### src/rtl/jt51_exp2lin.sv
// jt51_exp2lin
//   Converts a log-domain operator level into a signed linear sample using the
//   32x45 exponential ROM. The level is split into a shift amount, a ROM
//   address and a 3-bit fine index. The ROM word holds a 10-bit base mantissa
//   and seven 5-bit deltas, one for each non-zero fine step. The module
//   subtracts the selected delta, restores the implicit leading one, scales the
//   result to OW-1 bits and shifts it right. It then applies the sign.
//
//   Optional build macro: JT51_EXP2LIN_ROUND_EN
//     undefined : the right shift truncates
//     defined   : the right shift rounds half-up, saturated to the magnitude max
//
// Ports
//   clk        system clock
//   rst_n      synchronous active-low reset (dominates cen)
//   cen        clock enable; every register holds while cen=0
//   in_valid   a log value is present on this cen tick
//   in_log     [12:8] shift, [7:3] ROM address, [2:0] fine index
//   in_sign    1 = negative result
//   rom_addr   registered address to the exponential ROM
//   rom_data   ROM word, valid one cen tick after rom_addr
//   out_valid  out_lin carries a new sample
//   out_lin    signed (two's complement) linear sample, OW bits
//
// Handshake: in_valid is qualified only by cen. There is no backpressure. Each
// accepted input produces exactly one out_valid pulse three cen ticks later,
// and samples leave in the order they arrived. On cen ticks with
// out_valid=0, out_lin keeps the last emitted sample.
//
// Pipeline
//   stage 1 : capture input, present rom_addr
//   stage 2 : ROM registers its word; shift/fine/sign/valid ride alongside
//   stage 3 : interpolate, scale, shift, sign, register the output
//
// OW must lie in 12..16. The magnitude path is OW-1 bits wide, so
// {1, mant} << (OW-12) fills it exactly.

module jt51_exp2lin #(
   parameter int OW = 14
) (
   input  logic          clk,
   input  logic          rst_n,
   input  logic          cen,
   input  logic          in_valid,
   input  logic [12:0]   in_log,
   input  logic          in_sign,
   output logic [4:0]    rom_addr,
   input  logic [44:0]   rom_data,
   output logic          out_valid,
   output logic [OW-1:0] out_lin
);

   localparam int MW = OW - 1;   // magnitude width

   // stage 1 registers
   logic       s1_valid;
   logic [4:0] s1_shift;
   logic [2:0] s1_fine;
   logic       s1_sign;

   // stage 2 registers (aligned with rom_data)
   logic       s2_valid;
   logic [4:0] s2_shift;
   logic [2:0] s2_fine;
   logic       s2_sign;

   // stage 3 combinational datapath
   logic [9:0]    base;
   logic [4:0]    delta;
   logic [9:0]    mant;
   logic [MW-1:0] x;
   logic [MW-1:0] mag;
   logic [OW-1:0] lin;

`ifdef JT51_EXP2LIN_ROUND_EN
   logic [MW:0]   sum;
   logic [MW:0]   shifted;
`endif

   always_comb begin
      base  = rom_data[44:35];
      delta = 5'd0;
      case (s2_fine)
         3'd1:    delta = rom_data[34:30];
         3'd2:    delta = rom_data[29:25];
         3'd3:    delta = rom_data[24:20];
         3'd4:    delta = rom_data[19:15];
         3'd5:    delta = rom_data[14:10];
         3'd6:    delta = rom_data[9:5];
         3'd7:    delta = rom_data[4:0];
         default: delta = 5'd0;
      endcase

      // Clamp instead of wrapping when the delta exceeds the base.
      if ({5'd0, delta} > base) begin
         mant = 10'd0;
      end else begin
         mant = base - {5'd0, delta};
      end

      // Restore the implicit leading one and left-align to the magnitude width.
      x = MW'({1'b1, mant}) << (OW - 12);

`ifdef JT51_EXP2LIN_ROUND_EN
      sum     = '0;
      shifted = '0;
      if (s2_shift >= 5'(MW)) begin
         mag = '0;
      end else if (s2_shift == 5'd0) begin
         mag = x;
      end else begin
         // Half-up: add half an LSB of the post-shift result before shifting.
         // One extra bit of headroom holds the carry out of the add.
         sum     = {1'b0, x} + ((MW+1)'(1) << 5'(s2_shift - 5'd1));
         shifted = sum >> s2_shift;
         if (shifted > {1'b0, {MW{1'b1}}}) begin
            mag = '1;
         end else begin
            mag = shifted[MW-1:0];
         end
      end
`else
      if (s2_shift >= 5'(MW)) begin
         mag = '0;
      end else begin
         mag = x >> s2_shift;
      end
`endif

      // Negating a zero magnitude gives zero, so there is no negative-zero case.
      lin = {1'b0, mag};
      if (s2_sign) begin
         lin = -lin;
      end
   end

   always_ff @(posedge clk) begin
      if (!rst_n) begin
         s1_valid  <= 1'b0;
         s1_shift  <= 5'd0;
         s1_fine   <= 3'd0;
         s1_sign   <= 1'b0;
         rom_addr  <= 5'd0;
         s2_valid  <= 1'b0;
         s2_shift  <= 5'd0;
         s2_fine   <= 3'd0;
         s2_sign   <= 1'b0;
         out_valid <= 1'b0;
         out_lin   <= '0;
      end else if (cen) begin
         s1_valid  <= in_valid;
         s1_shift  <= in_log[12:8];
         s1_fine   <= in_log[2:0];
         s1_sign   <= in_sign;
         rom_addr  <= in_log[7:3];

         s2_valid  <= s1_valid;
         s2_shift  <= s1_shift;
         s2_fine   <= s1_fine;
         s2_sign   <= s1_sign;

         out_valid <= s2_valid;
         if (s2_valid) begin
            out_lin <= lin;
         end
      end
   end

endmodule

### config.mk
export PLATFORM = sky130hd
export DESIGN_NAME = jt51_exp2lin
export DESIGN_NICKNAME = d
export VERILOG_FILES = /design/src/rtl/jt51_exp2lin.sv
export SDC_FILE = /design/constraint.sdc
export NUM_CORES = 1
export LEC_CHECK = 0
export CAP_MARGIN = 10
export CORE_AREA = 2 2 66 100
export DETAILED_ROUTE_END_ITERATION = 10
export DIE_AREA = 0 0 68 102
export DONT_BUFFER_PORTS = 1
export HOLD_SLACK_MARGIN = 0.06
export PLACE_DENSITY = 0.69
export RECOVER_POWER = 25
export SYNTH_ARGS = -nofsm -noshare
export SYNTH_HDL_FRONTEND = slang
export SYNTH_SLANG_ARGS = --single-unit
### constraint.sdc
create_clock -name clk -period 5.28 [get_ports clk]
set_clock_uncertainty 0.2 [all_clocks]
set_input_delay 0.264 -clock clk [delete_from_list [all_inputs] [get_ports clk]]
set_output_delay 0.264 -clock clk [all_outputs]
set_load 0.02 [all_outputs]
# == Word-level counts from Yosys, hierarchy flattened ==
# Index checks and enable logic that the tools add are counted.
# word_totals
reg_bits,40
inputBits,63
out_inout_bits,20
elab_cells,28
# op_classes
addsub,2
order_cmp,2
n_eq_ne,7
shift,1
mux,4
n_reduce_logical,1
# ops
operator,count
$pmux W5 S7,1
$mux W14,1
$neg A13 Y14,1
$mux W13,1
$shr A13 B5 Y13,1
$eq A3 B3 Y1 const B,4
$gt A5 B10 Y1,1
$mux W10,1
$sub A10 B5 Y10,1
$eq A3 B2 Y1 const B,2
$ge A5 B4 Y1 const B,1
$eq A3 B1 Y1 const B,1
$reduce_and A2 Y1,1

# == Depth between registers and ports, before layout ==
# Gate-level depths: netlist (run 1).
# depth
word_depth,8
ltp_mapped,21
ltp_nobuf,19

# == Least setup slack after synthesis (run 1) ==
# Ideal clock, no wire load.
# synth_path
path_type,register to register
from,register s2_fine[0]
to,register out_lin[11]
setup_ns,0.096
arrival_time_ns,4.124
t_required_ns,4.984
setup_slack_ns,0.861
path_stages_with_launch,20
n_path_buf,2
synth_period_minus_slack_ns,4.419
cell_sequence,dfxtp_1 -> clkbuf_1 -> clkbuf_1 -> nor2b_1 -> nand2_1 -> a21oi_1 -> a221o_1 -> ha_1 -> inv_1 -> fa_1 -> a211oi_2 -> o21ba_2 -> nor2_1 -> mux4_2 -> a221oi_1 -> a21oi_2 -> nor2_1 -> nand4_2 -> o21a_1 -> o41ai_2
# synth_via
elab_chain_cells,8
elab_cells_between_ends,15
classes_between,add/sub (2); order compare (1); eq/ne (7); shift (1); mux (4)
# synth_rtl
item,line_no,source
start: declaration,64,logic [2:0] s2_fine;
start signal: assignment,159,s2_fine <= s1_fine;
$eq A3 B3 Y1 (tied with other cells),83,case (s2_fine)
$pmux W5 S7 (*),83,
$sub A10 B5 Y10 or $gt A5 B10 Y1 (tied branches),"98, 95",
$mux W10 (*),95,"if ({5'd0, delta} > base) begin"
$shr A13 B5 Y13 (*),126,mag = x >> s2_shift;
$mux W13 (*),123,if (s2_shift >= 5'(MW)) begin
$neg A13 Y14,133,lin = -lin;
$mux W14 (*),132,if (s2_sign) begin
end signal: assignment,164,out_lin <= lin;
end: declaration,50,output logic [OW-1:0] out_lin
# Every way passes the cells marked *; elsewhere a longest branch is shown, timed or not.
# A chain may end at the register's enable or synchronous reset.

# == Final worst setup path (run 1) ==
# layout_path
from,register s2_fine[0]
to,register out_lin[6]
# Same word-level chain as after synthesis.

==> results of run 1 <==
per-stage QoR:
stage | hold slack, ns | area (µm²) | std cells | power, W
finish | 0.0997 | 3540 | 470 | 0.000808
global route | 0.149 | 3540 | 470 | 0.000848
global placement | 0.211 | 3250 | 445 | 0.000576
CTS | 0.0927 | 3530 | 470 | 0.000808
floorplan | 0.211 | 3270 | 398 | 0.000541
detailed placement | 0.210 | 3250 | 445 | 0.000578
what timing repair did:
item / in CTS / in global routing
endpoints found under the setup margin: 0 / 1
hold buffers: 17 / 0
hold endpoints to repair: 32 / 0
gates resized for setup: 0 / 1
metal layers:
metal,track usage (%),vias up
met4,11.5,0
met2,45.0,116
met1,27.8,1397
li1,-,1472
met3,3.74,28
met5,0,-
kinds of logic after synthesis:
logic type,after synthesis,share of synthesized area (%)
AO/OA/AOI/OAI,121,30.1
buffers and inverters,38,4.71
flip-flops,40,24.5
adder cells (fa/ha/maj),7,2.91
XOR/XNOR,12,3.21
multiplexers,38,13.8
AND/OR/NAND/NOR,142,20.8
cells in the mapped netlist (all sizes together) (2+ instances only):
library cell | number | area (µm²)
nand3 | 11 | 55.1
mux2 | 3 | 33.8
and2 | 3 | 18.8
and3 | 3 | 20.0
a211o | 3 | 26.3
a22oi | 3 | 27.5
a21oi | 31 | 166
o22a | 2 | 20.0
mux4 | 5 | 113
o31ai | 5 | 56.3
dfxtp | 40 | 801
buf | 8 | 41.3
nand2 | 28 | 108
o32ai | 2 | 25.0
nor3b | 3 | 37.5
o21ai | 18 | 93.8
a311oi | 3 | 45.0
a31oi | 8 | 50.1
a211oi | 19 | 185
ha | 6 | 75.1
nor4 | 2 | 12.5
clkinv | 2 | 7.51
nand4 | 2 | 18.8
o221ai | 2 | 17.5
o211ai | 3 | 22.5
nand2b | 3 | 18.8
a2111oi | 2 | 42.5
clkbuf | 20 | 75.1
nand3b | 2 | 15.0
xnor2 | 9 | 78.8
o21a | 2 | 15.0
o2111ai | 2 | 23.8
or2 | 5 | 31.3
nor3 | 12 | 70.1
nor2b | 2 | 12.5
xor2 | 3 | 26.3
nor2 | 64 | 243
inv | 8 | 30.0
mux2i | 30 | 304
layout make-up:
class	count	area share, %
clock buffers	6	2.33
clock inverters	2	0.424
well taps	74	2.62
flip-flops and latches	40	22.6
repair buffers	18	5.31
multi-input cells	320	65.6
inverters	10	1.06
worst max path at each step:
stage / from / end / slack (ns) / cells past startpoint
global placement: s2_fine[0] / out_lin[8] / 0.59 / 18
floorplan: s2_fine[0] / out_lin[11] / 0.86 / 19
CTS: s2_fine[0] / out_lin[5] / 0.42 / 16
finish: s2_fine[0] / out_lin[6] / 0.43 / 18
detailed placement: s2_fine[0] / out_lin[5] / 0.47 / 16
global route: s2_fine[0] / out_lin[6] / 0.02 / 18
power breakdown:
group	switching [W]	total (W)	leakage (nW)	internal [W]
Sequential	0.0000212	0.000334	0.326	0.000313
Combinational	0.000148	0.000258	0.865	0.000110
Clock	0.000110	0.000215	0.0434	0.000106
Total	0.000279	0.000808	1.23	0.000529
state kept, by name, summed over array words and instances, names as in the netlist:
| name | cells |
|---|---|
| out_lin | 14 |
| out_valid | 1 |
| rom_addr | 5 |
| s1_fine | 3 |
| s1_shift | 5 |
| s1_sign | 1 |
| s1_valid | 1 |
| s2_fine | 3 |
| s2_shift | 5 |
| s2_sign | 1 |
| s2_valid | 1 |
==> summary.md, run 1 <==
| Metric | Value |
|---|---|
| Top Layer Used | met4 |
| CTS tree | built |
| RR Endpoint | out_lin[6] |
| Antenna diode count | 0 |
| Slew Viols, Final | 0 |
| DRT iter0 DRCs | 174 |
| Worst vdd ir | 0.000113 V |
| Std-Cell Rows | 35 |
| Reg area | 801 µm² |
| Maxcap violations | 0 |
| Top-level port count | 83 |
| CP top delay family | compound AO/OA/AOI/OAI gates |
| Clock slew at reported path FFs | 0.08 ns |
| Worst Setup End Kind | flop |
| DRC | 0 |
| Hold Startpoint | cen |
| Total wire length | 8.43 mm |
| Largest net degree at the start of global routing | 36 |
| Pwr per Cell Area | 228 mW/mm² |
| Layout cells sized above 1 | 15.7% |
| Hold Path Sink | out_valid |
| Clock root cell | clkbuf_8 |
| Register bit count reported by yosys | 40 |
| Fin crit share | 91.8% |
| CP cell instances | mux2_2 > a22o_1 > a221o_1 > ha_1 > inv_1 > fa_1 > a21oi_2 > o2111ai_2 > and2_1 > o211a_2 > nor2_1 > o31ai_1 > nor2_1 > ha_1 > nor3b_2 > a21oi_1 > xnor2_1 > a211oi_2 |
| Hold Violations, Final | 0 |
| Fmax | 0.206 GHz |
| Worst path slowest cell | dfxtp_1 |
| Static leakage power | 1.23 nW |
| Vias in the first global route | 2854 |
| Grt ovf | 0 |
| Gp weighted congestion | 0.958 |
| Clock sink total | 40 |
| Reg2Reg Depth | 18 |
| Avg WL per Cell | 17.9 µm |
| Met1 WL | 3.31 mm |
| Clk_lat worst skew | 0.30 ns |
| WP data arrival | 4.84 ns |
| Post-synth EDFFs | 0 |
| Buffers on Ports | 0 |
| Asr flop ratio synth | 0% |
| Met2 routed WL | 4.38 mm |
| FF-to-FF setup slack | 0.43 ns |
| Metal3 WL | 381 µm |
| Run status | completed |
| Core region area | 0.00604 mm² |
| Final core occ | 58.5% |
| Vias | 3013 |
| Worst Tran Pin Value | 0.996 ns |
| DP Worst Slack | 0.471 ns |
| Total Routing Usage GR | 24.9% |
| Setup TNS Final | 0 ns |
| Die Area | 0.00694 mm² |
| Crit path launch type | flop |
| Final setup fails | 0 |
| Cell count after synthesis | 398 |
| Setup Buffers After CTS | 0 |
| Clock period minus worst slack | 4.85 ns |
| Initial core utilization | 54.1% |
| Origin of the critical flop-to-flop path | s2_fine[0] |
| Area occupied by multi-input gates | 0.00232 mm² |
| Critical path's largest stage delay | 0.61 ns |
| Die Y | 102 µm |
| Area Growth Syn to Fin | 8.19% |
| CP Max Fanout | 13 |
| Slack of the critical path | 0.431 ns |
| Post-synthesis cell area | 0.00327 mm² |
| Vias/cell | 6.41 |
| First-pass GRT wire length | 13.4 mm |
| WS Path Type | flop to flop |
| Filler cells | 542 |
| Chip Width | 68 µm |
| Unrepaired setup endpoints after global routing | false |
| CTS HTree Levels | 2 |
| Worst hold stages | 2 |
| Main synth FF type | dfxtp_1 |
| Maximum clock path buffer count | 2 |
| Max-slew headroom | 33.5% |
| Routed Antenna Nets | 0 |
| Drt pass-1 iters | 4 |
| Syn nets | 468 |
| Warnings, synthesis | 0 |
| Commonest non-fill, non-tap cell in the layout | nor2_1 |
| Share of synthesized area occupied by flip-flops and latches | 24.5% |
| Syn Area/Cell | 8.21 µm² |
| HP Class | input pin to flop |
| Final #Nets | 465 |
| Required time worst endpoint | 5.28 ns |
| Antenna violations before repair | 0 |
| Num CTS Buffers | 5 |
| Most frequent cells in the layout | 63 x nor2_1, 40 x dfxtp_1, 29 x mux2i_1, 28 x a21oi_1, 27 x nand2_1 |
| Detailed Place HPWL | 6.45 mm |
| Synth unique cells | 78 |
| WP buf/inv | 1 |
Power figures use the tool's default switching activity.
==> run 2, diff against run 1 <==
Settings changed: RECOVER_POWER 25 to 100, SLEW_MARGIN set to 20.
==> run 2 against run 1 <==
First-iteration DRC count is 14% lower. Register-to-register slack better by 0.02 ns. Sequential cell count stayed put. Final area is 0.21% lower. Wire length is 0.68% lower. Sequential share of layout area hardly changed. Power is 0.42% lower. Count of clock-buffer cells in the layout stayed put. Non-clock buffer count stayed put. Fmax is 0.39% higher. Critical endpoint is now out_lin[11]. Largest power group unchanged. Critical path depth is 1 lower.
==> summary.md, run 2 (same netlist as run 1, synthesis figures left out) <==
| Metric | Value |
|---|---|
| DRT iter0 DRCs | 150 |
| Run status | completed |
| Num CTS Buffers | 5 |
| Crit path launch type | flop |
| Worst Tran Pin Value | 0.982 ns |
| Fin crit share | 91.5% |
| Vias | 3025 |
| Setup TNS Final | 0 ns |
| Clock sink total | 40 |
| Unrepaired setup endpoints after global routing | false |
| Worst Setup End Kind | flop |
| Post-placement cell area | 0.00325 mm² |
| Clock period minus worst slack | 4.83 ns |
| Std-Cell Rows | 35 |
| Clock root cell | clkbuf_8 |
| Chip Width | 68 µm |
| Internal Power | 0.000528 W |
| Logic pwr share | 31.7% |
| Commonest non-fill, non-tap cell in the layout | nor2_1 |
| Switch share | 34.4% |
| Top-level port count | 83 |
| Final #Nets | 465 |
| Maxcap violations | 0 |
| Clock slew at reported path FFs | 0.08 ns |
| Total wire length | 8.37 mm |
| First-pass GRT wire length | 13.4 mm |
| HP Class | input pin to flop |
| Largest net degree at the start of global routing | 36 |
| Net switching power of the design | 0.000276 W |
| Vias/cell | 6.44 |
| Required time worst endpoint | 5.28 ns |
| Pwr per Cell Area | 228 mW/mm² |
| Clock power frac | 26.7% |
| Buffers on Ports | 0 |
| Fmax | 0.207 GHz |
| WS Path Type | flop to flop |
| Part of the power in registers | 41.6% |
| Grt ovf | 0 |
| Gp weighted congestion | 0.958 |
| WP data arrival | 4.83 ns |
| Antenna diode count | 0 |
| Avg WL per Cell | 17.8 µm |
| Most frequent cells in the layout | 64 x nor2_1, 40 x dfxtp_1, 29 x mux2i_1, 28 x a21oi_1, 27 x nand2_1 |
| Hold Violations, Final | 0 |
| Clk_lat worst skew | 0.29 ns |
| Maximum clock path buffer count | 2 |
| Antenna violations before repair | 0 |
| Die Y | 102 µm |
| Setup Buffers After CTS | 0 |
| Fin area | 0.00353 mm² |
| CTS HTree Levels | 2 |
| Initial core utilization | 54.1% |
| CTS tree | built |
| Detailed Place HPWL | 6.45 mm |
| Vias in the first global route | 2854 |
| Total Routing Usage GR | 24.9% |
| Static leakage power | 1.24 nW |
| Final setup fails | 0 |
| Worst vdd ir | 0.000113 V |
| Max reg flops | 14 |
| Core region area | 0.00604 mm² |
| Biggest register | out_lin |
| Layout cells sized above 1 | 14.9% |
| Area Growth Syn to Fin | 7.96% |
| CP Max Fanout | 13 |
| Max-slew headroom | 34.4% |
| Slew Viols, Final | 0 |
| DRC | 0 |
| Routed Antenna Nets | 0 |
| Die Area | 0.00694 mm² |
| Drt pass-1 iters | 4 |
[run 2: power groups by stage]
stage	Sequential (W)	Clock, W	Combinational [W]
after floorplan	0.000331	0	0.000210
after global placement	0.000341	0	0.000235
after detailed placement	0.000341	0	0.000237
after CTS	0.000334	0.000219	0.000255
after global routing	0.000337	0.000230	0.000280
final	0.000334	0.000215	0.000255
[run 2: repair_timing]
item	CTS	global route
gates resized for setup	0	1
hold buffers	17	0
setup endpoints to repair	0	1
endpoints found under the hold margin	32	0
[run 2: area by class of cell]
class	instances	area (µm²)
well taps	74	92.6
clock buffers	6	82.6
inverters	10	37.5
repair buffers	18	188
clock inverters	2	15.0
flip-flops and latches	40	801
multi-input cells	320	2310
fillers	544	2510
[run 2: per-stage QoR]
step / total power (W) / utilization, % / worst slack [ns] / hold slack (ns) / instances
2_1_floorplan: 0.000541 / - / 0.861 / 0.211 / 398
3_3_place_gp: 0.000576 / 53.8 / 0.585 / 0.211 / 445
3_5_place_dp: 0.000578 / 53.8 / 0.471 / 0.210 / 445
4_1_cts: 0.000808 / 58.4 / 0.422 / 0.0927 / 470
5_1_grt: 0.000846 / 58.4 / 0.0348 / 0.149 / 470
6_report: 0.000804 / 58.4 / 0.449 / 0.101 / 470
[run 2: worst paths after layout]
kind | slack, ns | end | from | depth (start not counted)
setup / recovery | 0.45 | out_lin[11] | s2_fine[0] | 17
hold / removal | 0.10 | out_valid | cen | 2
setup reg to reg | 0.45 | out_lin[11] | s2_fine[0] | 17
hold reg to reg | 0.30 | s1_valid | s1_valid | 2
[run 2: per-layer routing]
metal | global-route usage (%) | routed length (µm) | vias to the layer above
met5 | 0 | 0 | -
met4 | 11.5 | 376 | 0
met3 | 3.74 | 398 | 31
met2 | 45.0 | 4340 | 120
met1 | 27.8 | 3260 | 1399
li1 | - | - | 1475
[run 2: worst max-delay path: stages (launching register included)]
cell and delay (ns):
dfxtp_1 0.61, nor2b_1 0.32, nand2_1 0.09, a21oi_1 0.12, a221o_1 0.14, ha_1 0.15, inv_1 0.05, fa_1 0.43
a211oi_1 0.35, o21ba_1 0.23, nor2_1 0.06, mux4_2 0.47, a221oi_1 0.45, a21oi_2 0.14, nor2_1 0.22, nand4_2 0.17
o21a_1 0.23, o41ai_2 0.30
==> run 3, diff against run 2 <==
Settings changed: CORE_AREA 2 2 66 100 to 2 2 73 110, DIE_AREA 0 0 68 102 to 0 0 75 112, PLACE_DENSITY 0.69 to unset.
==> run 3 against run 2 <==
Sequential share of layout area shrank 0.64 points. Worst hold slack improved by 0.031 ns. First-iteration DRC count fell by 31%. Sequential cell count unchanged. Largest power group is now the clock network.
==> summary.md, run 3 (same netlist as run 1, synthesis figures left out) <==
| Metric | Value |
|---|---|
| Worst Tran Pin Value | 1.02 ns |
| Run status | completed |
| Switch share | 31.0% |
| Total wire length | 8.61 mm |
| WS Path Type | flop to flop |
| Initial core utilization | 43.8% |
| CTS HTree Levels | 2 |
| Fmax | 0.210 GHz |
| Area Growth Syn to Fin | 11.1% |
| Grt ovf | 0 |
| Cts repair resizes | 0 |
| Worst Setup End Kind | flop |
| Commonest non-fill, non-tap cell in the layout | nor2_1 |
| CP Max Fanout | 11 |
| Drt pass-1 iters | 4 |
| Slew Viols, Final | 0 |
| Final setup fails | 0 |
| Routed Antenna Nets | 0 |
| Num CTS Buffers | 5 |
| Std-Cell Rows | 39 |
| DRC | 0 |
| Vias in the first global route | 3046 |
| CTS tree | built |
| Antenna diode count | 0 |
| Biggest register | out_lin |
| Slack of the critical path | 0.509 ns |
| Part of the power in registers | 35.7% |
| Final #Nets | 465 |
| DRT iter0 DRCs | 104 |
| Max-slew headroom | 32.2% |
| Pwr per Cell Area | 258 mW/mm² |
| Clock root cell | clkbuf_16 |
| WP data arrival | 4.74 ns |
| Static leakage power | 1.27 nW |
| Logic pwr share | 27.3% |
| Clock period minus worst slack | 4.77 ns |
| Fin crit share | 90.4% |
| Clock power frac | 37.0% |
| Total Routing Usage GR | 21.0% |
| Chip Width | 75 µm |
| Internal Power | 0.000646 W |
| Required time worst endpoint | 5.25 ns |
| Maxcap violations | 0 |
| Clk_lat worst skew | 0.28 ns |
| Clock sink total | 40 |
| Maximum clock path buffer count | 2 |
| Core region area | 0.00747 mm² |
| Net switching power of the design | 0.000290 W |
| Vias/cell | 6.08 |
| Vias | 3029 |
| Worst vdd ir | 0.000202 V |
| Most frequent cells in the layout | 64 x nor2_1, 40 x dfxtp_1, 29 x mux2i_1, 28 x a21oi_1, 27 x nand2_1 |
| Detailed Place HPWL | 6.45 mm |
| Buffers on Ports | 0 |
| Crit path launch type | flop |
| Unrepaired setup endpoints after global routing | false |
| HP Class | input pin to flop |
| Layout cells sized above 1 | 14.9% |
| Setup Buffers After CTS | 0 |
| DP Worst Slack | 0.644 ns |
| Max reg flops | 14 |
| Avg WL per Cell | 17.3 µm |
| Largest net degree at the start of global routing | 36 |
| Setup TNS Final | 0 ns |
| Die Area | 0.00840 mm² |
| Hold Violations, Final | 0 |
| First-pass GRT wire length | 14.0 mm |
| Die Y | 112 µm |
| Hold-fix buffers at CTS | 17 |
| Clock slew at reported path FFs | 0.06 ns |
| Antenna violations before repair | 0 |
| Gp weighted congestion | 0.933 |
| Top-level port count | 83 |
## run 3: cell type report
type                       instances  area (µm²)
clock buffer                       5         125
clock inverter                     3        46.3
fill                             736        3830
inverter                          10        37.5
multi-input combinational        320        2310
sequential                        40         801
tap                              102         128
timing repair buffer              18         188
## run 3: routing by layer
layer | global-route usage, % | up-vias | part of all wire [%]
met5 | 0 | - | 0
met4 | 10.8 | 0 | 5.1
met3 | 3.80 | 31 | 5.6
met2 | 36.9 | 126 | 51
met1 | 23.1 | 1397 | 39
li1 | - | 1475 | -
## run 3: path summary, 6_finish.rpt
path | startpoint | endpoint | slack, ns | depth (start not counted)
worst max-delay path | s2_fine[0] | out_lin[5] | 0.51 | 18
worst max register to register | s2_fine[0] | out_lin[5] | 0.51 | 18
worst min-delay path | cen | out_valid | 0.13 | 2
worst min register to register | s1_fine[0] | s1_fine[0] | 0.30 | 2
## run 3: critical path: stages (launching register included)
cell and delay, ns:
dfxtp_1 0.44, buf_4 0.23, nor2b_1 0.22, nand2_1 0.08
a21oi_1 0.12, a221o_1 0.13, ha_1 0.15, inv_1 0.05
fa_1 0.46, a21oi_2 0.28, o211ai_1 0.23, nor3_2 0.39
a21oi_2 0.14, o221ai_1 0.25, a22oi_1 0.21, nor4b_1 0.51
a21oi_1 0.18, xnor2_1 0.15, a211oi_1 0.24
## run 3: metrics by stage
step / cells / util (%) / power [W] / hold WS [ns] / cell area [µm²]
CTS: 498 / 48.8 / 0.000944 / 0.133 / 3640
floorplan: 398 / - / 0.000541 / 0.211 / 3270
global placement: 473 / 44.0 / 0.000576 / 0.211 / 3290
global route: 498 / 48.7 / 0.000984 / 0.143 / 3630
detailed placement: 473 / 44.0 / 0.000577 / 0.215 / 3290
finish: 498 / 48.7 / 0.000936 / 0.132 / 3630
## run 3: power by group through the flow
| stage | logic (W) | clock network [W] | registers [W] |
|---|---|---|---|
| floorplan | 0.000210 | 0 | 0.000331 |
| global route | 0.000280 | 0.000368 | 0.000336 |
| global placement | 0.000235 | 0 | 0.000341 |
| detailed placement | 0.000236 | 0 | 0.000341 |
| finish | 0.000255 | 0.000347 | 0.000334 |
| CTS | 0.000255 | 0.000355 | 0.000334 |
